**src/rtl/code_counter_sched.sv**
```systemverilog
// Two-requester scheduler sharing one code_counter: clears it, steps it len times, stops early on TERM_CODE.
// Optional `SCHED_PRIO_EN selects fixed priority (requester 0 wins) instead of round-robin.
module code_counter_sched #(
    parameter int unsigned LEN_W     = 4,
    parameter logic [3:0]  TERM_CODE = 4'hF
) (
    input  logic             cp,
    input  logic             reset,
    input  logic [1:0]       req,
    input  logic [LEN_W-1:0] len0,
    input  logic [LEN_W-1:0] len1,
    input  logic [3:0]       code,
    output logic             clr,
    output logic             x,
    output logic [1:0]       gnt,
    output logic             busy,
    output logic             done,
    output logic             done_id,
    output logic             term,
    output logic [LEN_W:0]   steps
);

    localparam int unsigned CNT_W = LEN_W + 1;

    typedef enum logic [1:0] {
        S_IDLE,
        S_CLEAR,
        S_RUN,
        S_DONE
    } state_t;

    state_t             state_q;
    logic               id_q;
    logic [CNT_W-1:0]   len_q;
    logic [CNT_W-1:0]   cnt_q;
`ifndef SCHED_PRIO_EN
    logic               ptr_q;
`endif

    logic               win_c;
    logic [LEN_W-1:0]   len_sel_c;
    logic [CNT_W-1:0]   len_eff_c;
    logic               last_c;
    logic               hit_term_c;

    // Arbitration: a lone request wins outright; a tie goes to the pointer (or requester 0).
    always_comb begin
        win_c = 1'b0;
`ifdef SCHED_PRIO_EN
        win_c = ~req[0];
`else
        if (req == 2'b11) begin
            win_c = ptr_q;
        end else begin
            win_c = req[1];
        end
`endif
        len_sel_c = win_c ? len1 : len0;
        // A zero length encodes the full 2^LEN_W step range.
        if (len_sel_c == '0) begin
            len_eff_c = {1'b1, {LEN_W{1'b0}}};
        end else begin
            len_eff_c = CNT_W'(len_sel_c);
        end
    end

    assign hit_term_c = (code == TERM_CODE);
    assign last_c     = (cnt_q == (len_q - CNT_W'(1)));
    assign x          = (state_q == S_RUN) && !hit_term_c;

    always_ff @(posedge cp or posedge reset) begin
        if (reset) begin
            state_q <= S_IDLE;
            id_q    <= 1'b0;
            len_q   <= '0;
            cnt_q   <= '0;
            clr     <= 1'b0;
            gnt     <= 2'b00;
            busy    <= 1'b0;
            done    <= 1'b0;
            done_id <= 1'b0;
            term    <= 1'b0;
            steps   <= '0;
`ifndef SCHED_PRIO_EN
            ptr_q   <= 1'b0;
`endif
        end else begin
            case (state_q)
                S_IDLE: begin
                    if (|req) begin
                        id_q    <= win_c;
                        len_q   <= len_eff_c;
                        cnt_q   <= '0;
                        gnt     <= win_c ? 2'b10 : 2'b01;
                        busy    <= 1'b1;
                        clr     <= 1'b1;
                        state_q <= S_CLEAR;
                    end
                end
                S_CLEAR: begin
                    clr     <= 1'b0;
                    state_q <= S_RUN;
                end
                S_RUN: begin
                    // Terminal code wins over the length check.
                    if (hit_term_c) begin
                        term    <= 1'b1;
                        steps   <= cnt_q;
                        done    <= 1'b1;
                        done_id <= id_q;
                        state_q <= S_DONE;
                    end else begin
                        cnt_q <= cnt_q + CNT_W'(1);
                        if (last_c) begin
                            term    <= 1'b0;
                            steps   <= cnt_q + CNT_W'(1);
                            done    <= 1'b1;
                            done_id <= id_q;
                            state_q <= S_DONE;
                        end
                    end
                end
                S_DONE: begin
                    done    <= 1'b0;
                    gnt     <= 2'b00;
                    busy    <= 1'b0;
`ifndef SCHED_PRIO_EN
                    ptr_q   <= ~id_q;
`endif
                    state_q <= S_IDLE;
                end
                default: begin
                    state_q <= S_IDLE;
                end
            endcase
        end
    end

endmodule

```
**config.mk**
```make
export PLATFORM = sky130hd
export DESIGN_NAME = code_counter_sched
export DESIGN_NICKNAME = d
export VERILOG_FILES = /design/src/rtl/code_counter_sched.sv
export SDC_FILE = /design/constraint.sdc
export NUM_CORES = 1
export LEC_CHECK = 0
export CAP_MARGIN = 25
export CORE_ASPECT_RATIO = 1.4
export CORE_MARGIN = 10
export CORE_UTILIZATION = 45
export DETAILED_ROUTE_END_ITERATION = 6
export PLACE_DENSITY = 0.76
export SYNTH_ARGS = -nofsm -noshare
export SYNTH_HDL_FRONTEND = slang
export SYNTH_SLANG_ARGS = --single-unit
export TNS_END_PERCENT = 10
```
**constraint.sdc**
```tcl
create_clock -name cp -period 2.7 [get_ports cp]
set_input_delay 0.675 -clock cp [delete_from_list [all_inputs] [get_ports cp]]
set_output_delay 0.675 -clock cp [all_outputs]
set_load 0.01 [all_outputs]
```
==> results.tsv, run 1 <==
stage	metric	value	unit
global_routing	vias in the first global route	1406	
clock_network	Post-CTS Resized	1	
cells_and_area	P&R area growth vs syn	24.77	%
clock_network	Clock transition at path regs	90	ps
clock_network	CTS Hold Bufs	0	
clock_network	CTS Buf Count	3	
floorplan	core region area	3183	µm²
timing	Max transition margin	57.07	%
cells_and_area	antenna diode count	0	
timing	Max Fclk	0.4107	GHz
timing	skew final	2.180	ps
floorplan	Site Rows	24	
synth	Syn Area/Cell	10.20	µm²
synth	Synth Area in Simple Gates	13.50	%
global_routing	GRT Residual Overflow	0	
detailed_routing	number of nets still failing antenna checks after routing	0	
timing	endpoints failing setup	0	
synth	flops & latches, synth	26	
detailed_routing	drt drc	0	
min_path	Hold Startpoint	id_q	
synth	sequential area share after synthesis	42.80	%
run	number of max-cap violations	0	
clock_network	Max H-tree Level	1	
global_routing	first-pass GRT wire length	6265	µm
worst_setup_path	Critical Path RT	2030	ps
floorplan	die width	69.12	µm
synth	main combinational cell family by area after synthesis	compound AO/OA/AOI/OAI gates	
worst_setup_path	R2R setup slack	460	ps
min_path	hold path depth	1	
min_path	Hold EP	ptr_q	
timing	Tightest Pin Transition	639.7	ps
timing	RSZ-0062 raised after global routing	no	
cells_and_area	Final Instance Count excl. Fillers	217	
clock_network	CTS root buf	clkbuf_8	
clock_network	CTS tree	built	
global_routing	initial antenna violation count	0	
cells_and_area	share of layout cells above drive strength 1	10.11	%
cells_and_area	Final nets	202	
detailed_routing	Initial DRC Count	26	
synth	adder-cell share of the synthesized area	5.761	%
global_routing	Tot GR Track Use	12.03	%
detailed_routing	via count	1201	
clock_network	clk sinks	26	
power_and_ir_drop	PD cells	1012	nW/µm²
cells_and_area	fin util	59.59	%
worst_setup_path	FF-to-FF Start	len_q[0]	
placement	dpl cells	213	
detailed_routing	vias per cell	5.535	
placement	PortBufs	28	
synth	Yosys cell types	39	
synth	synthesized netlist net count	172	
min_path	min-delay worst type	flip-flop to flip-flop	
detailed_routing	Pre-Repair DR Iteration Count	3	
timing	Tmin final	2435	ps
synth	Mapped Cells	149	
worst_setup_path	Reg-to-Reg End	steps[1]	
synth	mux cell area share after synthesis	10.37	%
worst_setup_path	CP arrival	1760	ps
synth	Synth Area in Compound Gates	18.35	%
worst_setup_path	critical path class	input pin to output pin	
synth	synthesized area	1520	µm²
placement	RD Place Congestion	0.7783	
worst_setup_path	Worst path slowest cell	clkdlybuf4s50_1	
worst_setup_path	worst path cell trace	clkdlybuf4s50_1 -> and4_1 -> nor2_1 -> dlygate4sd2_1	
detailed_routing	DR WL/cell	16.91	µm
timing	max-slew violation count	0	
power_and_ir_drop	Leakage	0.8693	nW
floorplan	Starting Density	47.76	%
detailed_routing	drt total wl	3669	µm
clock_network	buffer depth of the longest clock path	2	
synth	post-synthesis xor/xnor area fraction	4.609	%
floorplan	die height	88.77	µm
placement	dpl hpwl	2892	µm
synth	YS warnings	0	
floorplan	Ports	29	
floorplan	Die Area	6136	µm²
clock_network	setup bufs post-CTS	0	
timing	total negative slack	0	ps
global_routing	largest net degree at the start of global routing	27	
timing	fin crit share	90.17	%
power_and_ir_drop	worst vdd ir	0.7053	mV
status	outcome	complete, no violations	
worst_setup_path	Critical Path Max Stage Delay	410	ps
worst_setup_path	crit-path max FO	2	
worst_setup_path	Worst setup EP type	output pin	
worst_setup_path	cells on worst reg2reg path	7	
timing	Final Hold Viols	0	
worst_setup_path	Worst setup SP type	input pin	
clock_network	Clock Latency Late Sink	270	ps
cells in the final DEF, fill, tap and decap left out, drive strengths merged, types with 3 or more instances in the layout:
cell type / count
mux2: 7
nand2: 18
inv: 9
a21oi: 4
ha: 7
mux2i: 6
xor2: 3
xnor2: 5
nor3: 4
o21ai: 18
clkdlybuf4s50: 27
dfrtp: 26
nor2b: 4
nor2: 5
buf: 4
clkbuf: 4
a22o: 7
flip-flops by register name, summed over array words and instances (netlist names), 2 cells and up:
register and cells:
gnt 2, len_q 5, steps 5, state_q 2, cnt_q 5
metal layers:
metal / vias to the layer above / global-route usage [%] / wire, µm
met2: 23 / 23.42 / 2011
met3: 9 / 2.803 / 184
met1: 589 / 11.60 / 1376
met4: 0 / 6.055 / 95
li1: 580 / - / -
met5: - / 0 / 0
area by class of cell:
| type | instances | area (µm²) |
|---|---|---|
| multi-input cells | 107 | 799.5 |
| fillers | 289 | 1286 |
| well taps | 39 | 48.80 |
| clock buffers | 4 | 55.05 |
| repair buffers | 32 | 309.0 |
| inverters | 9 | 33.78 |
| flip-flops and latches | 26 | 650.6 |
worst max path at each step:
stage          cells after the start  slack [ps]  end     from
4_1_cts                            4         260    x  code[2]
3_3_place_gp                       4         -10    x  code[2]
3_5_place_dp                       4         -10    x  code[2]
2_1_floorplan                      3         770    x  code[2]
5_1_grt                            4         210    x  code[3]
6_report                           4         270    x  code[2]
cell usage after synthesis (all sizes together):
cell,number,area (µm²)
a211oi,2,27.53
a21o,1,7.510
a21oi,4,20.02
a22o,7,61.31
a2bb2oi,1,8.760
and2,1,6.260
and3b,1,8.760
and4,1,8.760
buf,3,21.27
clkbuf,4,15.01
dfrtp,26,650.6
ha,7,87.58
inv,9,33.78
mux2,7,97.59
mux2i,6,60.06
nand2,18,67.56
nand2b,1,6.260
nand3b,1,7.510
nand4,2,12.51
nor2,5,18.77
nor2b,4,32.53
nor3,4,20.02
nor4,1,6.260
nor4bb,1,10.01
o211ai,2,15.01
o21a,1,7.510
o21ai,18,101.4
o31a,1,8.760
o31ai,1,12.51
o41ai,1,8.760
xnor2,5,43.79
xor2,3,26.28
where the power goes:
group	switching (mW)	internal (mW)
clock network	0.126	0.131
registers	0.149	0.539
logic	0.492	0.483
worst max-delay path: cells and delay by family:
kind / cells / cell delay (ps)
AND/OR/NAND/NOR: 2 / 370
buffers and inverters: 2 / 700
cell families (layout without fill, tap and decap cells):
kind of cell    after synthesis  count (layout)
simple gates                 40              40
compound gates               39              39
flops                        26              26
buf+inv                      16              45
mux                          13              13
xor+xnor                      8               8
fa+ha+maj                     7               7
per-stage QoR:
stage / power, mW / cell area [µm²] / hold WS [ps] / worst slack, ps
6_report: 1.920 / 1897 / 501.7 / 265.4
5_1_grt: 2.078 / 1897 / 527.6 / 214.9
4_1_cts: 1.934 / 1897 / 508.6 / 255.7
3_5_place_dp: 1.679 / 1843 / 494.1 / -10.47
3_3_place_gp: 1.610 / 1843 / 485.1 / -12.57
2_1_floorplan: 1.324 / 1520 / 443.2 / 771.3
No activity file was read; power rests on OpenSTA's default activity.
==> run 2, diff against run 1 <==
- GPL_TIMING_DRIVEN: unset -> 1
- REMOVE_ABC_BUFFERS: unset -> 1
==> run 2 against run 1 <==
Die area is the same. Sequential share of layout area shrank 0.62 points. Clock power grew 24%. Sequential power is essentially flat. Flip-flop and latch count is the same. Combinational power is essentially flat. Via count shrank 0.92%. Design area grew 1.8%. Fmax grew 6.5%. Core utilization grew 1.1 points. Hold slack lost 7.7 ps.
==> results.tsv, run 2 (same netlist as run 1, synthesis figures left out) <==
stage	metric	value	unit	change
clock_network	Post-CTS Resized	0		-1
cells_and_area	number of fill cells in the layout	292		+1.0%
detailed_routing	Pre-Repair DR Iteration Count	4		+1
clock_network	CTS root buf	clkbuf_8		
floorplan	die height	88.77	µm	unchanged
timing	Hold WS	494.0	ps	-7.709 ps
worst_setup_path	FF-to-FF Start	len_q[0]		
clock_network	buffer depth of the longest clock path	2		unchanged
worst_setup_path	critical path class	input pin to output pin		
placement	pre-CTS WS	14.66	ps	+25.12 ps
worst_setup_path	Worst setup EP type	output pin		
floorplan	Site Rows	24		unchanged
cells_and_area	leading cell type in the layout, fill and taps excluded	clkdlybuf4s50_1		
worst_setup_path	crit-path max FO	2		unchanged
detailed_routing	DR WL/cell	15.81	µm	-6.5%
cells_and_area	P&R area growth vs syn	27.08	%	
min_path	min-delay worst type	flip-flop to flip-flop		
global_routing	largest net degree at the start of global routing	27		unchanged
min_path	Hold Startpoint	id_q		
detailed_routing	drt total wl	3463	µm	-5.6%
detailed_routing	vias per cell	5.434		-1.8%
floorplan	core region area	3183	µm²	unchanged
floorplan	Die Area	6136	µm²	unchanged
floorplan	Starting Density	47.76	%	unchanged
run	number of max-cap violations	0		unchanged
clock_network	setup bufs post-CTS	0		unchanged
cells_and_area	fin util	60.69	%	+1.1 points
global_routing	Tot GR Track Use	11.64	%	-0.39 points
floorplan	Ports	29		unchanged
clock_network	Clock Latency Late Sink	270	ps	about the same
detailed_routing	drt drc	0		unchanged
power_and_ir_drop	Pwr Total	1.979	mW	+3.1%
timing	total negative slack	0	ps	unchanged
timing	Tightest Pin Transition	569.6	ps	-70.04 ps
placement	dpl hpwl	2763	µm	-4.5%
cells_and_area	antenna diode count	0		unchanged
timing	max-slew violation count	0		unchanged
placement	RD Place Congestion	0.7506		-3.6%
timing	Final WS setup	412.9	ps	+147.6 ps
worst_setup_path	Critical Path RT	2030	ps	about the same
timing	Max transition margin	61.62	%	+4.6 points
worst_setup_path	Critical Path Start	code[2]		
clock_network	Clock transition at path regs	90	ps	about the same
global_routing	first-pass GRT wire length	5961	µm	-4.9%
power_and_ir_drop	PD cells	1024	nW/µm²	+1.2%
global_routing	initial antenna violation count	0		unchanged
global_routing	GRT Residual Overflow	0		unchanged
cells_and_area	Multi-input gate area	799.5	µm²	unchanged
status	outcome	complete, no violations		
timing	Max Fclk	0.4372	GHz	+6.5%
placement	PortBufs	28		unchanged
timing	skew final	2.705	ps	+0.5248 ps
timing	fin crit share	84.71	%	-5.5 points
floorplan	die width	69.12	µm	unchanged
timing	Tmin final	2287	ps	-147.5 ps
clock_network	clk sinks	26		unchanged
cells_and_area	most frequent cells in the layout	27 x clkdlybuf4s50_1, 26 x dfrtp_1, 18 x nand2_1, 15 x o21ai_0, 9 x inv_1		
worst_setup_path	CP arrival	1610	ps	-150 ps
detailed_routing	via count	1190		-0.92%
timing	Final Hold Viols	0		unchanged
cells_and_area	sequential cell area	650.6	µm²	unchanged
clock_network	Max H-tree Level	1		unchanged
cells_and_area	share of layout cells above drive strength 1	11.11	%	+1.0 points
power_and_ir_drop	Leakage	0.8969	nW	+3.2%
clock_network	CTS tree	built		
timing	endpoints failing setup	0		unchanged
detailed_routing	number of nets still failing antenna checks after routing	0		unchanged
detailed_routing	Initial DRC Count	32		+23%
timing	RSZ-0062 raised after global routing	no		
power_and_ir_drop	worst vdd ir	0.5817	mV	-18%
worst_setup_path	Worst setup SP type	input pin		
cells_and_area	Final nets	204		+0.99%
cells_and_area	Largest regs	cnt_q: 5 flops, len_q: 5 flops, steps: 5 flops		
clock_network	CTS Hold Bufs	0		unchanged
global_routing	vias in the first global route	1266		-10%
clock_network	CTS Buf Count	3		unchanged
run 2: changes by cell type in the layout (fill, tap and decap cells not counted), sizes merged:
cell and delta:
buf +2, dlygate4sd2 -1, dlymetal6s2s +1, clkbuf -1, bufinv +1
run 2: cell type report:
class,instances,share of cell area (%)
clock buffers,3,2.137
repair buffers,34,16.97
clock inverters,1,1.554
well taps,39,2.526
flip-flops and latches,26,33.68
multi-input cells,107,41.39
inverters,9,1.749
run 2: path summary, 6_finish.rpt:
path	cells after the start	endpoint	slack [ps]
min in group asynchronous	3	gnt[0]	770
hold reg to reg	1	ptr_q	490
setup reg to reg	7	steps[2]	510
hold / removal	1	ptr_q	490
setup / recovery	4	x	410
max in group asynchronous	3	len_q[3]	1690
run 2: stage by stage:
step / std cells / instance area [µm²]
floorplan: 142 / 1484
global placement: 215 / 1858
detailed placement: 215 / 1858
CTS: 219 / 1929
global route: 219 / 1932
finish: 219 / 1932
run 2: per-layer routing:
metal  global-route usage (%)  vias to the layer above  share of wire, %
met5                        0                        -                 0
met4                    4.954                        0               1.2
met3                    2.130                        4               3.1
met2                    23.33                       14                59
met1                    11.36                      588                37
li1                         -                      584                 -
run 2: critical path: stages:
cell,delay [ps]
clkdlybuf4s50_1,420
and4_1,220
nor2_1,120
dlymetal6s2s_1,180
run 2: report_power, final:
part	internal (mW)	switching, mW	total [mW]
clock	0.198	0.120	0.319
combinational	0.492	0.482	0.975
sequential	0.539	0.147	0.686
total	1.23	0.750	1.98
==> run 3, diff against run 2 <==
- clock period: 2.7 -> 2.3 ns (I/O delays scaled with it)
==> run 3 against run 2 <==
Critical path depth did not move. Core utilization rose by 0.59 points. Clock-buffer cell count did not move. Non-clock buffer count rose by 3. Clock power rose by 17%. Sequential share of layout area fell by 0.32 points. Largest cell class unchanged. Power rose by 19%. First-iteration DRC count rose by 13%. Design area rose by 0.97%. Die area did not move. Hold slack improved by 6.6 ps.
==> results.tsv, run 3 (same netlist as run 1, synthesis figures left out) <==
stage	metric	value	unit	change
detailed_routing	drt total wl	3556	µm	+2.7%
clock_network	CTS root buf	clkbuf_8		
detailed_routing	vias per cell	5.500		+1.2%
clock_network	Clock Latency Late Sink	270	ps	about the same
timing	Tmin final	2187	ps	
run	number of max-cap violations	0		unchanged
power_and_ir_drop	Comb pwr share	49.8	%	+0.5 points
worst_setup_path	Critical Path RT	1730	ps	-300 ps
placement	dpl hpwl	2834	µm	+2.6%
power_and_ir_drop	Flop pwr share	34.3	%	-0.3 points
floorplan	Site Rows	24		unchanged
detailed_routing	Pre-Repair DR Iteration Count	4		unchanged
worst_setup_path	CP arrival	1610	ps	about the same
status	outcome	complete, no violations		
placement	PortBufs	28		unchanged
detailed_routing	via count	1221		+2.6%
detailed_routing	number of nets still failing antenna checks after routing	0		unchanged
timing	skew final	2.931	ps	+0.2257 ps
power_and_ir_drop	worst vdd ir	0.8103	mV	+39%
clock_network	Max H-tree Level	1		unchanged
placement	RD Place Congestion	0.7631		+1.7%
worst_setup_path	Worst setup EP type	output pin		
power_and_ir_drop	PD cells	1206	nW/µm²	+18%
timing	Max transition margin	59.81	%	-1.8 points
cells_and_area	share of layout cells above drive strength 1	12.57	%	+1.5 points
cells_and_area	fin util	61.28	%	+0.59 points
timing	total negative slack	0	ps	unchanged
timing	Hold WS	500.6	ps	+6.593 ps
global_routing	vias in the first global route	1317		+4.0%
timing	fin crit share	95.07	%	
power_and_ir_drop	sw frac	38.01	%	+0.14 points
timing	endpoints failing setup	0		unchanged
cells_and_area	P&R area growth vs syn	28.31	%	
clock_network	buffer depth of the longest clock path	2		unchanged
cells_and_area	most frequent cells in the layout	27 x clkdlybuf4s50_1, 26 x dfrtp_1, 18 x nand2_1, 15 x o21ai_0		
floorplan	die width	69.12	µm	unchanged
detailed_routing	Initial DRC Count	36		+13%
detailed_routing	drt drc	0		unchanged
timing	Max Fclk	0.4573	GHz	
global_routing	Tot GR Track Use	12.02	%	+0.37 points
worst_setup_path	crit-path max FO	2		unchanged
cells_and_area	leading cell type in the layout, fill and taps excluded	clkdlybuf4s50_1		
cells_and_area	Largest regs	cnt_q: 5 flops, len_q: 5 flops, steps: 5 flops		
global_routing	GRT Residual Overflow	0		unchanged
clock_network	CTS tree	built		
min_path	min-delay worst type	flip-flop to flip-flop		
clock_network	Clock transition at path regs	90	ps	about the same
floorplan	Ports	29		unchanged
cells_and_area	antenna diode count	0		unchanged
timing	Final WS setup	113.4	ps	-299.6 ps
power_and_ir_drop	clock share of power	15.9	%	-0.2 points
timing	RSZ-0062 raised after global routing	no		
cells_and_area	Final nets	207		+1.5%
detailed_routing	DR WL/cell	16.02	µm	+1.3%
global_routing	largest net degree at the start of global routing	27		unchanged
timing	max-slew violation count	0		unchanged
power_and_ir_drop	NetSw	0.8940	mW	+19%
timing	Final Hold Viols	0		unchanged
floorplan	Starting Density	47.76	%	unchanged
worst_setup_path	Worst setup SP type	input pin		
global_routing	initial antenna violation count	0		unchanged
floorplan	die height	88.77	µm	unchanged
timing	Tightest Pin Transition	596.6	ps	+26.92 ps
global_routing	first-pass GRT wire length	6182	µm	+3.7%
placement	pre-CTS WS	-171.2	ps	-185.9 ps
clock_network	clk sinks	26		unchanged
power_and_ir_drop	internal power	1.458	mW	+19%
worst_setup_path	critical path class	input pin to output pin		
clock_network	CTS Buf Count	3		unchanged
floorplan	core region area	3183	µm²	unchanged
power_and_ir_drop	Leakage	0.9013	nW	+0.50%
floorplan	Die Area	6136	µm²	unchanged
[run 3: changes by cell type in the layout (fill, tap and decap cells not counted), sizes merged]
cell,change
buf,+3
dlymetal6s2s,-1
dlygate4sd2,+1
[run 3: worst paths after layout]
check	startpoint	to	slack [ps]	depth (start not counted)
worst min-delay path	term	term	500	1
worst max-delay path	code[2]	x	110	4
worst min register to register	term	term	500	1
max in group asynchronous	reset	steps[4]	1390	3
min in group asynchronous	reset	gnt[0]	660	3
worst max register to register	len_q[0]	steps[3]	210	8
[run 3: per-stage QoR]
stage | power [mW] | area (µm²) | std cells
2_1_floorplan | 1.536 | 1484 | 142
3_3_place_gp | 1.900 | 1866 | 216
3_5_place_dp | 1.974 | 1866 | 216
4_1_cts | 2.348 | 1936 | 220
5_1_grt | 2.551 | 1951 | 222
6_report | 2.352 | 1951 | 222
[run 3: area by class of cell]
class                           count  area [µm²]
Fill cell                         283        1232
Clock buffer                        3       41.29
Timing Repair Buffer               37       346.6
Multi-Input combinational cell    107       799.5
Sequential cell                    26       650.6
Inverter                            9       33.78
Tap cell                           39       48.80
Clock inverter                      1       30.03
[run 3: what timing repair did]
item | 4_1_cts | 5_1_grt
pin swaps | 0 | 1
buffers inserted | 0 | 2
setup endpoints to repair | 1 | 6
cloned | 0 | 0
gates resized for setup | 1 | 0
hold buffers | 0 | 0
endpoints found under the hold margin | 0 | 0
[run 3: layer usage]
metal / track usage, % / up-vias / share of wire (%)
met5: 0 / - / 0
met3: 2.130 / 6 / 2.8
met1: 11.76 / 598 / 37
met2: 24.33 / 20 / 59
met4: 4.587 / 0 / 1.6
li1: - / 597 / -
[run 3: critical path, cell delays in order]
cell	delay, ps
clkdlybuf4s50_1	420
and4_1	210
nor2_1	120
dlygate4sd2_1	290
[run 3: power by group through the flow]
stage          clock network (mW)  logic [mW]  registers [mW]
6_report                    0.374        1.17           0.807
5_1_grt                     0.396        1.32           0.840
4_1_cts                     0.375        1.17           0.806
3_5_place_dp                    0        1.16           0.814
3_3_place_gp                    0        1.10           0.802
2_1_floorplan                   0       0.731           0.805
==> edit 1: new RTL, config.mk and constraints of run 1 <==
`LEN_W`: 4 -> 2.
--- a/src/rtl/code_counter_sched.sv
+++ b/src/rtl/code_counter_sched.sv
@@ -1,7 +1,7 @@
 // Two-requester scheduler sharing one code_counter: clears it, steps it len times, stops early on TERM_CODE.
 // Optional `SCHED_PRIO_EN selects fixed priority (requester 0 wins) instead of round-robin.
 module code_counter_sched #(
-    parameter int unsigned LEN_W     = 4,
+    parameter int unsigned LEN_W     = 2,
     parameter logic [3:0]  TERM_CODE = 4'hF
 ) (
     input  logic             cp,
Interface: changed (resized len0, len1 and steps); port bits go from 29 to 23. The function was not compared with the original's and may differ.
==> edit 1 against run 1 <==
Sequential cell count is 6 lower; clock skew is 0.0055 ns higher; total power is 11% lower; area after synthesis is 20% lower; largest cell class unchanged; design area is 20% lower; routed wire length is 25% lower; highest routed layer unchanged; die area is 15% lower; worst setup slack worse by 0.18 ns; fmax is 6.9% lower; via count is 15% lower; count of clock-buffer cells in the layout stayed put.
==> edit 1: results (changes against run 1) <==
Placement
  – DP Worst Slack: 0.0804 ns (+0.0909 ns)
  – Placed instance count: 186 (-13%)
  – PortBufs: 22 (-21%)
  – Routability cong.: 0.813 (+4.5%)

Timing
  – Worst slew pin tran: 0.765 ns (+0.125 ns)
  – Setup ws final: 0.0857 ns (-0.180 ns)

Critical path
  – Setup slack, reg-to-reg: 0.74 ns (+0.28 ns)
  – Crit path largest cell delay: 0.47 ns (+0.06 ns)
  – Critical path arrival: 1.94 ns (+0.18 ns)

GRT
  – Largest net degree at the start of global routing: 21 (-22%)
  – Gr usage total: 11.1% (-0.92 points)
  – Vias in the first global route: 997 (-29%)

Detailed routing
  – 1st-pass router iterations: 4 (+1)
  – Via density: 5.34 (-3.5%)
  – Routed met2 length: 1410 um (-30%)
  – DR WL/cell: 14.4 um (-15%)
  – Total wire length: 2740 um (-25%)
  – Detailed Route Iter0 Violations: 35 (+35%)

Clocking
  – Post-CTS sizing: 0 (-1)
  – Worst skew pair latency: 0.31 ns (+0.04 ns)
  – Clock Pin Slew Worst Setup and Hold Paths: 0.11 ns (+0.02 ns)

Finish
  – Area delta synth->final: 24.5%
  – Fillers: 228 (-21%)
  – Largest regs: cnt_q (3), len_q (3), steps (3)
  – Layout cell share with drive strength beyond 1: 7.79% (-2.3 points)
  – NumNets Final: 174 (-14%)

Logic synthesis
  – Mapped Nets: 149 (-13%)
  – Synth top cells by count: 20 x dfrtp_1, 17 x nand2_1, 13 x inv_1
  – Ranking of synthesized cells by area: dfrtp_1 41%, ha_1 7.2%, nand2_1 5.3%

Status
  – Status: completed

Power
  – Switching Share: 41.1% (+1.2 points)
  – P_leak: 0.672 nW (-23%)
  – Peak supply drop: 0.596 mV (-15%)
-- edit 1: per-layer routing --
| layer | track usage [%] | vias to the layer above |
|---|---|---|
| li1 | - | 508 |
| met1 | 11.7 | 480 |
| met2 | 19.8 | 23 |
| met3 | 3.00 | 4 |
| met4 | 6.14 | 0 |
| met5 | 0 | - |
-- edit 1: layout make-up --
cell class	instances	area share [%]
sequential	20	33.2
multi-input combinational	91	41.6
clock buffer	4	2.40
timing repair buffer	26	16.6
inverter	13	3.23
tap	36	2.99
-- edit 1: cells by family (layout without fill, tap and decap cells) --
| family | Yosys count | count (layout) | synth area share (%) |
|---|---|---|---|
| XOR/XNOR | 4 | 4 | 4.03 |
| AO/OA/AOI/OAI | 32 | 32 | 19.0 |
| adder cells (fa/ha/maj) | 7 | 7 | 7.22 |
| multiplexers | 6 | 6 | 5.47 |
| buffers and inverters | 19 | 43 | 6.91 |
| AND/OR/NAND/NOR | 42 | 42 | 16.1 |
| flip-flops | 20 | 20 | 41.3 |
-- edit 1: worst paths after layout --
kind / from / to / depth (start not counted)
min: len_q[1] / len_q[1] / 2
min in group asynchronous: reset / state_q[0] / 2
max reg2reg: state_q[0] / cnt_q[2] / 6
max in group asynchronous: reset / cnt_q[2] / 2
min reg2reg: len_q[1] / len_q[1] / 2
max: code[2] / x / 5
-- edit 1: power by group through the flow --
stage / logic (mW) / registers (mW) / clock network (mW)
3_5_place_dp: 0.994 / 0.557 / 0
4_1_cts: 1.00 / 0.549 / 0.186
2_1_floorplan: 0.696 / 0.549 / 0
3_3_place_gp: 0.966 / 0.545 / 0
5_1_grt: 1.10 / 0.571 / 0.201
6_report: 0.988 / 0.548 / 0.179
==> edit 2: new RTL, config.mk and constraints of run 1 <==
Without the edit above. Make the reset (`reset`) synchronous in one clocked block.
--- a/src/rtl/code_counter_sched.sv
+++ b/src/rtl/code_counter_sched.sv
@@ -68,7 +68,7 @@
     assign last_c     = (cnt_q == (len_q - CNT_W'(1)));
     assign x          = (state_q == S_RUN) && !hit_term_c;
 
-    always_ff @(posedge cp or posedge reset) begin
+    always_ff @(posedge cp) begin
         if (reset) begin
             state_q <= S_IDLE;
             id_q    <= 1'b0;
Behaviour: differs if reset is asserted again (counterexample within 4 cycles, from zero or initial values and one cycle with reset high); with reset held inactive, the same outputs for 10 cycles.
==> edit 2 against run 1 <==
Clock power fell by 3%; largest cell class unchanged; die area fell by 1.2%; worst setup slack got worse by 0.18 ns; area after synthesis fell by 1.6%; global-route usage rose by 0.43 points; design area fell by 0.92%; largest power group unchanged; critical path type unchanged; routed wire length fell by 2.6%; sequential cell count did not move; total power fell by 23%.
==> edit 2: results (changes against run 1) <==
GRT
  – Number of antenna violations at the first check in global routing: 0 (unchanged)
  – First-pass GRT wire length: 6120 um (-2.3%)
  – Gr usage total: 12.5% (+0.43 points)
  – Largest net degree at the start of global routing: 20 (-26%)
  – Vias in the first global route: 1431 (+1.8%)

Placement
  – Placed instance count: 241 (+13%)
  – Routability cong.: 0.852 (+9.5%)
  – Hpwl dp: 2780 um (-3.7%)
  – DP Worst Slack: 0.0797 ns (+0.0902 ns)

Timing
  – Setup Skew: 0.00798 ns (+0.00580 ns)
  – Period minus WS final: 2.61 ns (+0.177 ns)
  – Max_slew headroom: 67.6% (+10 points)
  – Worst hold margin: 0.466 ns (-0.0355 ns)

Power
  – P_leak: 0.702 nW (-19%)
  – Peak supply drop: 0.499 mV (-29%)
  – Switching pwr: 0.569 mW (-26%)

Clocking
  – TritonCTS Buffers: 3 (unchanged)
  – Post-CTS sizing: 0 (-1)
  – H-tree depth reported by CTS: 1 (unchanged)
  – Worst skew pair latency: 0.27 ns (about the same)

Finish
  – Diode count: 0 (unchanged)
  – Largest regs: cnt_q (5), len_q (5), steps (5)
  – Layout cell share with drive strength beyond 1: 7.77% (-2.3 points)
  – NumNets Final: 230 (+14%)

Detailed routing
  – Detailed Route Iter0 Violations: 57 (+120%)
  – 1st-pass router iterations: 4 (+1)
  – Total wire length: 3570 um (-2.6%)
  – DR WL/cell: 14.6 um (-14%)
  – Routed met2 length: 1900 um (-5.4%)
  – DR WL met3: 208 um (+13%)
  – WL met1: 1440 um (+4.4%)
  – Via density: 5.77 (+4.2%)

Logic synthesis
  – Mapped Nets: 202 (+17%)
  – Top_reg_cell synth: dfxtp_1
  – Synth unique cells: 45 (+15%)
  – Synth async-reset ratio: 0% (-100 points)
  – Post-synthesis sequential area ratio: 34.8% (-8.0 points)
  – Syn avg cell area: 8.36 sq um (-18%)
  – Synth top cells by count: 26 x dfxtp_1, 19 x nor2_1, 18 x a21oi_1
  – Ranking of synthesized cells by area: dfxtp_1 35%, a21oi_1 6.0%, ha_1 5.9%
  – EDFF count, synth: 0 (unchanged)

Critical path
  – Setup slack, reg-to-reg: 0.69 ns (+0.23 ns)
  – Critical path arrival: 1.94 ns (+0.18 ns)

Status
  – Status: completed
==> edit 2: cell type report <==
type,count,area (sq um)
clock buffers,4,55.1
fillers,291,1270
inverters,8,30.0
multi-input cells,134,900
flip-flops and latches,26,520
well taps,39,48.8
repair buffers,34,325
==> edit 2: critical path, cell delays in order <==
cell and delay (ns):
clkdlybuf4s50_1 0.48, nand4_1 0.12, and2_1 0.19, clkdlybuf4s50_1 0.48
==> edit 2: kinds of logic (layout without fill, tap and decap cells) <==
family | after synthesis | after routing | share of synthesized area, %
compound gates | 56 | 56 | 25.3
simple gates | 55 | 55 | 19.0
flops | 26 | 26 | 34.8
buf+inv | 19 | 46 | 5.10
xor+xnor | 9 | 9 | 5.27
fa+ha+maj | 7 | 7 | 5.85
mux | 7 | 7 | 4.68
==> edit 2: power groups by stage <==
stage	Combinational, mW	Clock (mW)	Sequential [mW]
after detailed placement	0.706	0	0.533
after global placement	0.684	0	0.527
after CTS	0.714	0.259	0.525
final	0.713	0.250	0.523
after floorplan	0.504	0	0.525
after global routing	0.799	0.272	0.533
==> edit 2: final timing paths <==
check                 from  cells after the start  endpoint
setup / recovery   code[3]                      4         x
hold reg to reg       id_q                      2      id_q
setup reg to reg  len_q[0]                      7  steps[3]
hold / removal        id_q                      2      id_q
==> edit 2: through the flow <==
| step | instance area (sq um) | util (%) | total power [mW] |
|---|---|---|---|
| global route | 1880 | 59.6 | 1.60 |
| floorplan | 1500 | - | 1.03 |
| finish | 1880 | 59.6 | 1.49 |
| global placement | 1820 | 57.9 | 1.21 |
| CTS | 1880 | 59.6 | 1.50 |
| detailed placement | 1820 | 57.9 | 1.24 |
==> edit 2: metal layers <==
metal  track usage (%)  vias up
li1                  -      706
met1              13.5      672
met2              22.1       33
met3              2.66        2
met4              5.58        0
met5                 0        -
